<file path="src/rtl/uart_rx.sv">
// 8N1 UART receiver with a 2-flop synchronizer, per-frame latched divisor and a small byte FIFO.
// Byte valid the cycle after the stop sample; out_ready backpressures the FIFO, and a full FIFO drops the new byte and pulses overrun.
module uart_rx #(
  parameter int DEFAULT_DIV = 106,
  parameter int FIFO_DEPTH  = 4
) (
  input  logic                         clk,
  input  logic                         reset,
  input  logic                         ser_rx,
  input  logic [15:0]                  cfg_div,
  output logic [7:0]                   out_data,
  output logic                         out_valid,
  input  logic                         out_ready,
  output logic                         frame_err,
  output logic                         overrun,
  output logic [$clog2(FIFO_DEPTH):0]  fifo_level
);

  localparam int PW = (FIFO_DEPTH > 1) ? $clog2(FIFO_DEPTH) : 1;
  localparam int LW = $clog2(FIFO_DEPTH) + 1;

  typedef enum logic [2:0] {IDLE, START, DATA, STOP, WAIT_IDLE} state_t;

  state_t      state, state_nxt;
  logic        sync1, rx_s, rx_d;
  logic [15:0] div_eff, div_q, cnt;
  logic [2:0]  bit_idx;
  logic [7:0]  shreg;
  logic        sample, start_edge, push, ferr_set;

  always_ff @(posedge clk) begin
    if (reset) begin
      sync1 <= 1'b1;
      rx_s  <= 1'b1;
      rx_d  <= 1'b1;
    end else begin
      sync1 <= ser_rx;
      rx_s  <= sync1;
      rx_d  <= rx_s;
    end
  end

  always_comb begin
    if (cfg_div == 16'd0)     div_eff = 16'(DEFAULT_DIV);
    else if (cfg_div < 16'd4) div_eff = 16'd4;
    else                      div_eff = cfg_div;
  end

  assign sample     = (cnt == 16'd0);
  assign start_edge = rx_d & ~rx_s;

  always_comb begin
    state_nxt = state;
    push      = 1'b0;
    ferr_set  = 1'b0;
    case (state)
      IDLE:      if (start_edge) state_nxt = START;
      START:     if (sample) state_nxt = rx_s ? IDLE : DATA;
      DATA:      if (sample && bit_idx == 3'd7) state_nxt = STOP;
      STOP: begin
        if (sample) begin
          if (rx_s) begin
            push      = 1'b1;
            state_nxt = IDLE;
          end else begin
            ferr_set  = 1'b1;
            state_nxt = WAIT_IDLE;
          end
        end
      end
      // cnt only runs down while the line is high, so this needs a full bit of idle
      WAIT_IDLE: if (sample && rx_s) state_nxt = IDLE;
      default:   state_nxt = IDLE;
    endcase
  end

  always_ff @(posedge clk) begin
    if (reset) begin
      state   <= IDLE;
      cnt     <= '0;
      div_q   <= '0;
      bit_idx <= '0;
      shreg   <= '0;
    end else begin
      state <= state_nxt;
      case (state)
        IDLE: begin
          if (start_edge) begin
            div_q   <= div_eff;
            cnt     <= (div_eff >> 1) - 16'd1;
            bit_idx <= '0;
          end
        end
        START, STOP: cnt <= sample ? div_q - 16'd1 : cnt - 16'd1;
        DATA: begin
          if (sample) begin
            cnt     <= div_q - 16'd1;
            shreg   <= {rx_s, shreg[7:1]};
            bit_idx <= bit_idx + 3'd1;
          end else begin
            cnt <= cnt - 16'd1;
          end
        end
        WAIT_IDLE: cnt <= rx_s ? cnt - 16'd1 : div_q - 16'd1;
        default: ;
      endcase
    end
  end

  logic [7:0]    mem [FIFO_DEPTH];
  logic [PW-1:0] wr_ptr, rd_ptr;
  logic [LW-1:0] level;
  logic          full, pop, do_push, drop;

  function automatic logic [PW-1:0] ptr_inc(input logic [PW-1:0] p);
    return (p == PW'(FIFO_DEPTH - 1)) ? '0 : p + PW'(1);
  endfunction

  assign full      = (level == LW'(FIFO_DEPTH));
  assign out_valid = (level != '0);
  assign pop       = out_valid & out_ready;
  // a pop in the same cycle frees the slot, so a full FIFO can still take the byte
  assign do_push   = push & (~full | pop);
  assign drop      = push & full & ~pop;
  assign out_data  = out_valid ? mem[rd_ptr] : 8'h00;
  assign fifo_level = level;

  always_ff @(posedge clk) begin
    if (do_push) mem[wr_ptr] <= shreg;
  end

  always_ff @(posedge clk) begin
    if (reset) begin
      wr_ptr    <= '0;
      rd_ptr    <= '0;
      level     <= '0;
      frame_err <= 1'b0;
      overrun   <= 1'b0;
    end else begin
      if (do_push) wr_ptr <= ptr_inc(wr_ptr);
      if (pop)     rd_ptr <= ptr_inc(rd_ptr);
      case ({do_push, pop})
        2'b10:   level <= level + LW'(1);
        2'b01:   level <= level - LW'(1);
        default: level <= level;
      endcase
      frame_err <= ferr_set;
      overrun   <= drop;
    end
  end

endmodule
</file>
<file path="config.mk">
export PLATFORM = sky130hd
export DESIGN_NAME = uart_rx
export DESIGN_NICKNAME = d
export VERILOG_FILES = /design/src/rtl/uart_rx.sv
export SDC_FILE = /design/constraint.sdc
export NUM_CORES = 1
export LEC_CHECK = 0
export CORE_MARGIN = 3
export CORE_UTILIZATION = 40
export DETAILED_ROUTE_END_ITERATION = 8
export PLACE_DENSITY_LB_ADDON = 0.08
export SKIP_LAST_GASP = 1
export SYNTH_ARGS = -nofsm -noshare
export SYNTH_HDL_FRONTEND = slang
export SYNTH_SLANG_ARGS = --single-unit
</file>
<file path="constraint.sdc">
create_clock -name clk -period 7.9 [get_ports clk]
set_input_delay 1.58 -clock clk [delete_from_list [all_inputs] [get_ports clk]]
set_output_delay 1.58 -clock clk [all_outputs]
set_load 0.02 [all_outputs]
</file>
# Word-level counts from Yosys, hierarchy flattened
# Memory sizes are Yosys's and may differ from the RTL's. A register that Yosys moved wholly into a read port is not among the register bits.
# Index checks and enable logic that the tools add are counted.
dict set report classes {
  add_sub_neg 8
  bitwise_logic 11
  n_reduce_logical 16
  mux 29
  order_cmp 1
  n_eq_ne 16
}
# cell count
set ops {}
lappend ops {{16-bit 2-to-1 mux} 5}
lappend ops {{16-bit one-hot mux with 3 select lines} 1}
lappend ops {{16-bit zero test} 2}
lappend ops {{16-bit by 1-bit subtractor with 16-bit output, second input constant} 2}
lappend ops {{3-bit 2-to-1 mux} 8}
lappend ops {{16-bit by 3-bit less-than comparator with 1-bit output, second input constant} 1}
lappend ops {{15-bit by 1-bit subtractor with 16-bit output, second input constant} 1}
lappend ops {{3-bit one-hot mux with 5 select lines} 1}
lappend ops {{2-bit inequality test, second input constant} 6}
lappend ops {{3-bit one-hot mux with 2 select lines} 2}
lappend ops {{2-bit 2-to-1 mux} 5}
lappend ops {{3-bit == test, second input constant} 3}
lappend ops {{8-bit 2-to-1 mux} 1}
lappend ops {{3-bit by 1-bit adder with 3-bit output, second input constant} 2}
lappend ops {{2-bit == test, second input constant} 3}
lappend ops {{3-bit by 2-bit == test with 1-bit output, second input constant} 2}
lappend ops {{1-bit 2-to-1 mux} 6}
lappend ops {{2-bit AND reduction} 3}
lappend ops {{3-bit nonzero test} 2}
lappend ops {{3-bit OR reduction} 2}
lappend ops {{1-bit AND} 5}
lappend ops {{1-bit inverter} 5}
lappend ops {{5-bit AND reduction} 1}
lappend ops {{2-bit by 1-bit adder with 2-bit output, second input constant} 2}
lappend ops {{other kinds (8)} 10}
dict set report totals {
  in_bits 20
  reg_bits 58
  mem_bits_rw 32
  mem_count 1
  elab_cells 95
}
# memory depth word_bits read_ports rd_clocked_by_memory_dff write_ports line_no
set mem_list {}
lappend mem_list {mem 4 8 1 1 1 110} ;# logic [7:0] mem [FIFO_DEPTH];

# Logic depth before layout (Yosys ltp)
# Gate-level depths: netlist of the first run.
dict set report depth {
  depth_word 6
  ltp_mapped 12
}

# Worst setup path before layout of the first run
# OpenSTA, ideal clock, no wires.
dict set report synth_timing {
  path_type {input to register}
  from {in cfg_div[11]}
  to {reg cnt[12]}
  cell_stages 11
  t_arrival_ns 3.881
  setup_ns 0.088
  path_slack_ns 3.930
  n_path_buf 1
  cell_sequence {or4_1 -> clkbuf_1 -> nor3_1 -> nand2_1 -> a21oi_1 -> ha_1 -> nand2b_1 -> nor2_1 -> nand3_1 -> or3_1 -> a311oi_2}
}
dict set report synth_via {
  elab_chain_cells 6
}
# element line_no
set synth_lines {}
lappend synth_lines {{start, declared} 10} ;# input logic [15:0] cfg_div,
lappend synth_lines {{16-bit by 3-bit less-than comparator with 1-bit output} 45} ;# else if (cfg_div < 16'd4) div_eff = 16'd4;
lappend synth_lines {{16-bit 2-to-1 mux} 45}
lappend synth_lines {{16-bit 2-to-1 mux (*)} 44} ;# if (cfg_div == 16'd0) div_eff = 16'(DEFAULT_DIV);
lappend synth_lines {{15-bit by 1-bit subtractor with 16-bit output (*)} 90} ;# cnt <= (div_eff >> 1) - 16'd1;
lappend synth_lines {{16-bit 2-to-1 mux (*)} 88} ;# if (start_edge) begin
lappend synth_lines {{16-bit one-hot mux with 3 select lines (*)} 86} ;# case (state)
lappend synth_lines {{end signal, assigned} 90}
lappend synth_lines {{end signal, assigned} 94} ;# START, STOP: cnt <= sample ? div_q - 16'd1 : cnt - 16'd1;
lappend synth_lines {{end signal, assigned} 97} ;# cnt <= div_q - 16'd1;
lappend synth_lines {{end, declared} 26} ;# logic [15:0] div_eff, div_q, cnt;
# Every way passes the cells marked *; elsewhere a longest branch is shown, timed or not. The select of a mux whose other input is x is not followed.
# A chain may end at the register's enable or synchronous reset.

# Worst setup path after layout of the first run
dict set report layout_timing {
  from {in cfg_div[11]}
  to {reg cnt[14]}
}
# The elaborated chain is that of the path after synthesis.

==> run_results.csv, run 1 <==
group,metric,value,unit
outcome,outcome,"finished, final reports clean",
clocking,cts_buffer_depth,2,
critical_path,crit_arrival,4.76,ns
placed_design,hpwl,8.51,mm
placed_design,numPortBuffers,33,
critical_path,endpoint,"cnt[14]",
synthesis,yosysMostFrequentCell,"nand2_1",
detailed_routing,drc_errors,0,
final_layout,area_growth,13.9,%
flow_run,max_cap_viol_count,0,
power_and_ir_drop,p_leak,1.91,nW
clocking,clock-root-buffer,"clkbuf_16",
timing,hold_violations,0,
grt,grt_pass1_wl,19.8,mm
synthesis,synthTopCellsByCount,"72 x nand2_1, 60 x dfxtp_1, 55 x nor2_1",
clocking,cts.htree.levels,3,
grt,antenna_found_initial,0,
synthesis,ys_ff_latch,92,
clocking,cts.sinks,92,
critical_path,crit_path_max_incr_delay,0.66,ns
synthesis,syn_nets,562,
critical_path,end_kind,"register",
clocking,cts_repair_resize_count,0,
detailed_routing,vias_per_cell,5.67,
final_layout,drive_gt1_share,7.94,%
floorplanning,die_x,117,um
clocking,clk_pin_slew_worst_paths,0.07,ns
detailed_routing,drtAntennaViolNets,0,
critical_path,crit_family,"simple AND/OR/NAND/NOR gates",
synthesis,yosysTopAreaCell,"dfxtp_1",
critical_path,reg2reg_depth,9,
detailed_routing,wirelength,12.1,mm
final_layout,area.sequential,2160,sq um
synthesis,syn_inst,530,
critical_path,crit_start,"cfg_div[11]",
timing,clock_skew,0.00623,ns
critical_path,slowest_stage,"or4_1",
timing,setup_viol,0,
synthesis,synth_edf_count,32,
power_and_ir_drop,power_density,235,nW/um^2
placed_design,gp_congestion,0.984,
detailed_routing,routedWlPerCell,17.4,um
detailed_routing,via_count,3952,
final_layout,multi_input_area,2590,sq um
synthesis,synth_cell_types,57,
critical_path,critical_path_cell_count,12,
floorplanning,chipHeight,117,um
timing,max_freq,219,MHz
timing,slew_headroom,28.0,%
final_layout,nets,581,
critical_path,r2r_slack,4.28,ns
synthesis,ys.flop_type,"dfxtp_1",
clocking,post_cts_buffers,0,
floorplanning,rows,39,
synthesis,ys_async_sr_fraction,0,%
floorplanning,core_area,11700,sq um
synthesis,synth.top_cell.area_share,24.5,%
synthesis,syn_avg_cell_area,9.24,sq um
clocking,cts_buffers,9,
final_layout,antennaDiodeCount,0,
grt,grt_pass1_vias,3913,
timing,post-route-min-period,4.56,ns
final_layout,num-fill-cells,1156,
critical_path,start_kind,"input pin",
critical_path,crit-reg2reg-capture,"fifo_level[1]",
floorplanning,ios,34,
timing,grt_setup_unrepaired,"false",
critical_path,timing.rr.start,"cnt[2]",
grt,grt.total_usage,18.8,%
timing,fin_crit_sh,57.7,%
synthesis,syn_area,4900,sq um
synthesis,synthTopCellsByArea,"dfxtp_1 25%, edfxtp_1 20%, nand2_1 5.5%",
synthesis,yosysWarnings,0,
critical_path,critical_path_class,"input pin to register",
critical_path,timing.critical_path.buf_inv,1,
timing,tns,0,ns
hold_path,hold_path.class,"register to register",
grt,grt_max_degree,61,
floorplanning,initial_utilization,41.8,%
grt,grt_overflow,0,
detailed_routing,dr.pass1.iters,4,
timing,drv_slew,0,
clocking,clkLatencyLatePin,0.35,ns
clocking,cts_tree,"yes",
critical_path,worstPathRequired,8.10,ns
floorplanning,die_area,13600,sq um
clocking,postCtsHoldBufs,0,
timing,whs,0.433,ns
final_layout,fin_util,47.6,%
critical_path,cp_max_fo,6,
power_and_ir_drop,ir_drop,0.0883,mV
timing,tightest_slew,1.08,ns
critical_path,cp_cell_sequence,"clkdlybuf4s50_1 -> or4_1 -> nor3_1 -> nand2_1 -> a21oi_1 -> ha_1 -> nand2b_1 -> nor2_1 -> o311ai_0 -> xnor2_1 -> a211oi_1 -> o31ai_1",
synthesis,yosysSeqAreaShare,44.1,%
detailed_routing,drtIter0Drc,346,
## routing by layer
metal / GRT usage [%] / wire (um)
met5: 0 / 0
met4: 8.18 / 247
met3: 2.80 / 572
met2: 32.1 / 5960
met1: 23.6 / 5360
## kinds of logic (layout without fill, tap and decap cells)
family	count (synthesis)	after routing	synth area share, %
xor gates and xnor gates	37	37	6.77
AOI/OAI and AO/OA	103	103	13.7
and+or+nand+nor	238	238	24.9
DFF	92	92	44.1
adders and majority gates	12	12	3.22
buffers and inverters	37	61	2.96
muxes	11	11	4.29
## flip-flops by register name, indices dropped and copies added (netlist names), named ones only
name	count
wr_ptr	2
div_q	16
shreg	8
rx_s	1
rd_ptr	2
frame_err	1
fifo_level	3
rx_d	1
mem	32
cnt	16
bit_idx	3
sync1	1
overrun	1
state	3
## how the worst min path moves through the flow
stage	from	endpoint	slack (ns)	cells past startpoint
after floorplan	sync1	rx_s	0.39	1
after global placement	sync1	rx_s	0.40	1
after detailed placement	sync1	rx_s	0.39	1
after CTS	sync1	rx_s	0.43	1
after global routing	sync1	rx_s	0.44	1
final	sync1	rx_s	0.43	1
## worst reg2reg max path: stages (launching register included)
cell,delay (ns)
dfxtp_1,0.36
nor4_2,0.57
and4_1,0.56
nand4_1,0.60
nand3_1,0.31
fa_1,0.44
nor2_1,0.21
nor2_1,0.07
o31ai_1,0.23
o221a_2,0.21
## cell usage in the layout, fill, tap and decap left out, types with 3 or more instances in the layout
cell type	instances
a211oi_1	16
a21oi_1	35
a221oi_1	4
a22oi_1	3
a31oi_1	4
and2_1	15
clkbuf_16	9
clkdlybuf4s50_1	32
dfxtp_1	60
edfxtp_1	32
ha_1	11
inv_1	10
mux2i_1	3
mux4_2	8
nand2_1	72
nand2b_1	3
nand3_1	14
nand3b_1	3
nand4_1	3
nor2_1	55
nor2b_1	4
nor3_1	14
nor3b_1	3
nor4_1	12
nor4_2	3
o21ai_0	17
o22ai_1	3
o31ai_1	5
or2_2	6
or3_1	9
or4_1	9
xnor2_1	18
xor2_1	18
## through the flow
step	power (mW)	worst slack [ns]	std cells	instance area [sq um]
3_3_place_gp	0.914	3.19	681	5310
2_1_floorplan	0.801	3.93	530	4900
3_5_place_dp	0.916	3.03	681	5310
5_1_grt	1.38	2.91	697	5580
6_report	1.31	3.34	697	5580
4_1_cts	1.32	3.38	697	5580
## layout make-up
class / instances / share of cell area (%)
clock buffer: 11 / 4.17
clock inverter: 5 / 0.673
inverter: 10 / 0.673
multi-input combinational: 401 / 46.4
sequential: 92 / 38.7
tap: 143 / 3.21
timing repair buffer: 35 / 6.10
## power by group
group | internal, mW | total [mW] | leakage (nW) | switching [mW]
clock | 0.215 | 0.405 | 0.122 | 0.190
sequential | 0.510 | 0.550 | 0.785 | 0.0398
combinational | 0.158 | 0.356 | 1.00 | 0.198
total | 0.883 | 1.31 | 1.91 | 0.428
Note: power is estimated with default switching activity, not from simulation.
==> inputs of run 2 (changes only) <==
- clock period: 7.9 -> 4.7 ns (I/O delays scaled with it)
==> run 2 against run 1 <==
Routed wire length down 0.27%. Count of clock-buffer cells in the layout unchanged. First-iteration DRC count down 15%. Clock skew about the same. Clock power up 85%. Hold slack worse by 0.0067 ns. Sequential share of layout area down 0.39 points. Critical path type unchanged. Critical endpoint unchanged.
==> run_results.csv, run 2 (synthesis results as in run 1) <==
group,metric,value,unit
placed_design,numPortBuffers,33,
placed_design,place_area,5330,sq um
final_layout,largest_register,"mem",
detailed_routing,dr.pass1.iters,5,
final_layout,final_common_cell,"nand2_1",
critical_path,end_kind,"register",
floorplanning,rows,39,
clocking,postCtsHoldBufs,0,
critical_path,reg2reg_depth,10,
timing,setup_viol,0,
final_layout,multi_input_area,2590,sq um
critical_path,r2r_slack,1.50,ns
grt,grt_pass1_vias,3862,
detailed_routing,routedWlPerCell,17.3,um
final_layout,area.sequential,2160,sq um
clocking,clock-root-buffer,"clkbuf_16",
final_layout,drive_gt1_share,8.62,%
timing,post-route-min-period,3.82,ns
timing,hold_violations,0,
critical_path,worstPathRequired,4.90,ns
floorplanning,initial_utilization,41.8,%
timing,slew_headroom,31.0,%
placed_design,hpwl,8.60,mm
critical_path,crit_arrival,4.01,ns
timing,whs,0.426,ns
final_layout,antennaDiodeCount,0,
detailed_routing,drtIter0Drc,293,
placed_design,gp_congestion,0.930,
timing,max_freq,262,MHz
timing,tightest_slew,1.03,ns
clocking,clk_pin_slew_worst_paths,0.06,ns
power_and_ir_drop,sw_frac_of_total,31.7,%
flow_run,max_cap_viol_count,0,
detailed_routing,wirelength,12.1,mm
grt,grt.total_usage,19.0,%
clocking,cts.sinks,92,
final_layout,num-fill-cells,1131,
critical_path,endpoint,"cnt[14]",
final_layout,stdcell_count,700,
critical_path,crit_start,"cfg_div[11]",
clocking,cts_buffer_depth,2,
power_and_ir_drop,power_density,404,nW/um^2
detailed_routing,via_count,3981,
critical_path,start_kind,"input pin",
power_and_ir_drop,fin_total_pwr,2.28,mW
power_and_ir_drop,p_leak,1.95,nW
detailed_routing,drc_errors,0,
timing,tns,0,ns
critical_path,crit-reg2reg-capture,"fifo_level[1]",
timing,fin_crit_sh,81.2,%
timing,grt_setup_unrepaired,"false",
grt,antenna_found_initial,0,
grt,grt_pass1_wl,19.9,mm
floorplanning,ios,34,
final_layout,largest_registers,"mem (32), cnt (16), div_q (16)",
floorplanning,chipHeight,117,um
grt,grt_overflow,0,
clocking,cts_buffers,9,
clocking,post_cts_buffers,0,
floorplanning,die_x,117,um
detailed_routing,vias_per_cell,5.69,
final_layout,area_growth,15.1,%
grt,grt_max_degree,45,
final_layout,final_cell_mix,"72 x nand2_1, 60 x dfxtp_1, 55 x nor2_1, 35 x a21oi_1",
power_and_ir_drop,p_switching,0.721,mW
final_layout,nets,584,
critical_path,timing.rr.start,"cnt[2]",
timing,clock_skew,0.00597,ns
clocking,clkLatencyLatePin,0.35,ns
power_and_ir_drop,ir_drop,0.161,mV
timing,drv_slew,0,
final_layout,final_area,5640,sq um
clocking,cts_tree,"yes",
critical_path,critical_path_class,"input pin to register",
hold_path,hold_path.class,"register to register",
detailed_routing,drtAntennaViolNets,0,
power_and_ir_drop,pwr-share-seq,40.7,%
clocking,cts.htree.levels,3,
floorplanning,core_area,11700,sq um
critical_path,cp_max_fo,6,
power_and_ir_drop,internal_power,1.56,mW
outcome,outcome,"finished, final reports clean",
clocking,cts_repair_resize_count,0,
final_layout,largest_reg_flops,32,
power_and_ir_drop,combPwrFrac,26.3,%
power_and_ir_drop,clkPwrFrac,33.0,%
floorplanning,die_area,13600,sq um
placed_design,dp_cells,684,
## run 2: cell count changes in the layout (fill, tap and decap cells not counted), sizes merged
cell | before | now
buf | 3 | 6
bufinv | 0 | 1
clkinv | 1 | 3
clkinvlp | 3 | 0
## run 2: cell type report
type / instances / area share [%]
multi-input cells: 401 / 46.0
well taps: 143 / 3.17
flip-flops and latches: 92 / 38.4
repair buffers: 38 / 6.44
inverters: 10 / 0.666
clock inverters: 5 / 1.09
clock buffers: 11 / 4.31
## run 2: power groups by stage
stage | clock [mW] | combinational (mW) | sequential [mW]
finish | 0.751 | 0.599 | 0.926
floorplan | 0 | 0.429 | 0.918
CTS | 0.767 | 0.602 | 0.925
global placement | 0 | 0.596 | 0.942
global route | 0.802 | 0.663 | 0.936
detailed placement | 0 | 0.599 | 0.942
## run 2: worst min-delay path by stage
stage	to	startpoint	depth (start not counted)
finish	rx_s	sync1	1
CTS	rx_s	sync1	1
detailed placement	rx_s	sync1	1
global route	rx_s	sync1	1
floorplan	rx_s	sync1	1
global placement	rx_s	sync1	1
## run 2: critical path: stages
cell	delay (ns)
clkdlybuf4s50_1	0.46
or4_1	0.65
nor3_1	0.33
nand2_1	0.12
a21oi_1	0.29
ha_1	0.24
nand2b_1	0.13
nor2_1	0.17
o311ai_0	0.18
xnor2_1	0.17
a211oi_1	0.25
o31ai_1	0.08
## run 2: routing by layer
metal  global-route usage, %  share of wire [%]  vias up
met5                       0                  0        -
met2                    32.2                 49       95
met4                    6.57                1.9        0
li1                        -                  -     1970
met3                    4.15                4.4       18
met1                    24.0                 45     1898
## run 2: stage by stage
step | setup WS, ns | util [%]
finish | 0.884 | 48.1
detailed placement | 0.562 | 45.5
global route | 0.550 | 48.1
floorplan | 1.37 | -
global placement | 0.604 | 45.5
CTS | 0.897 | 48.1
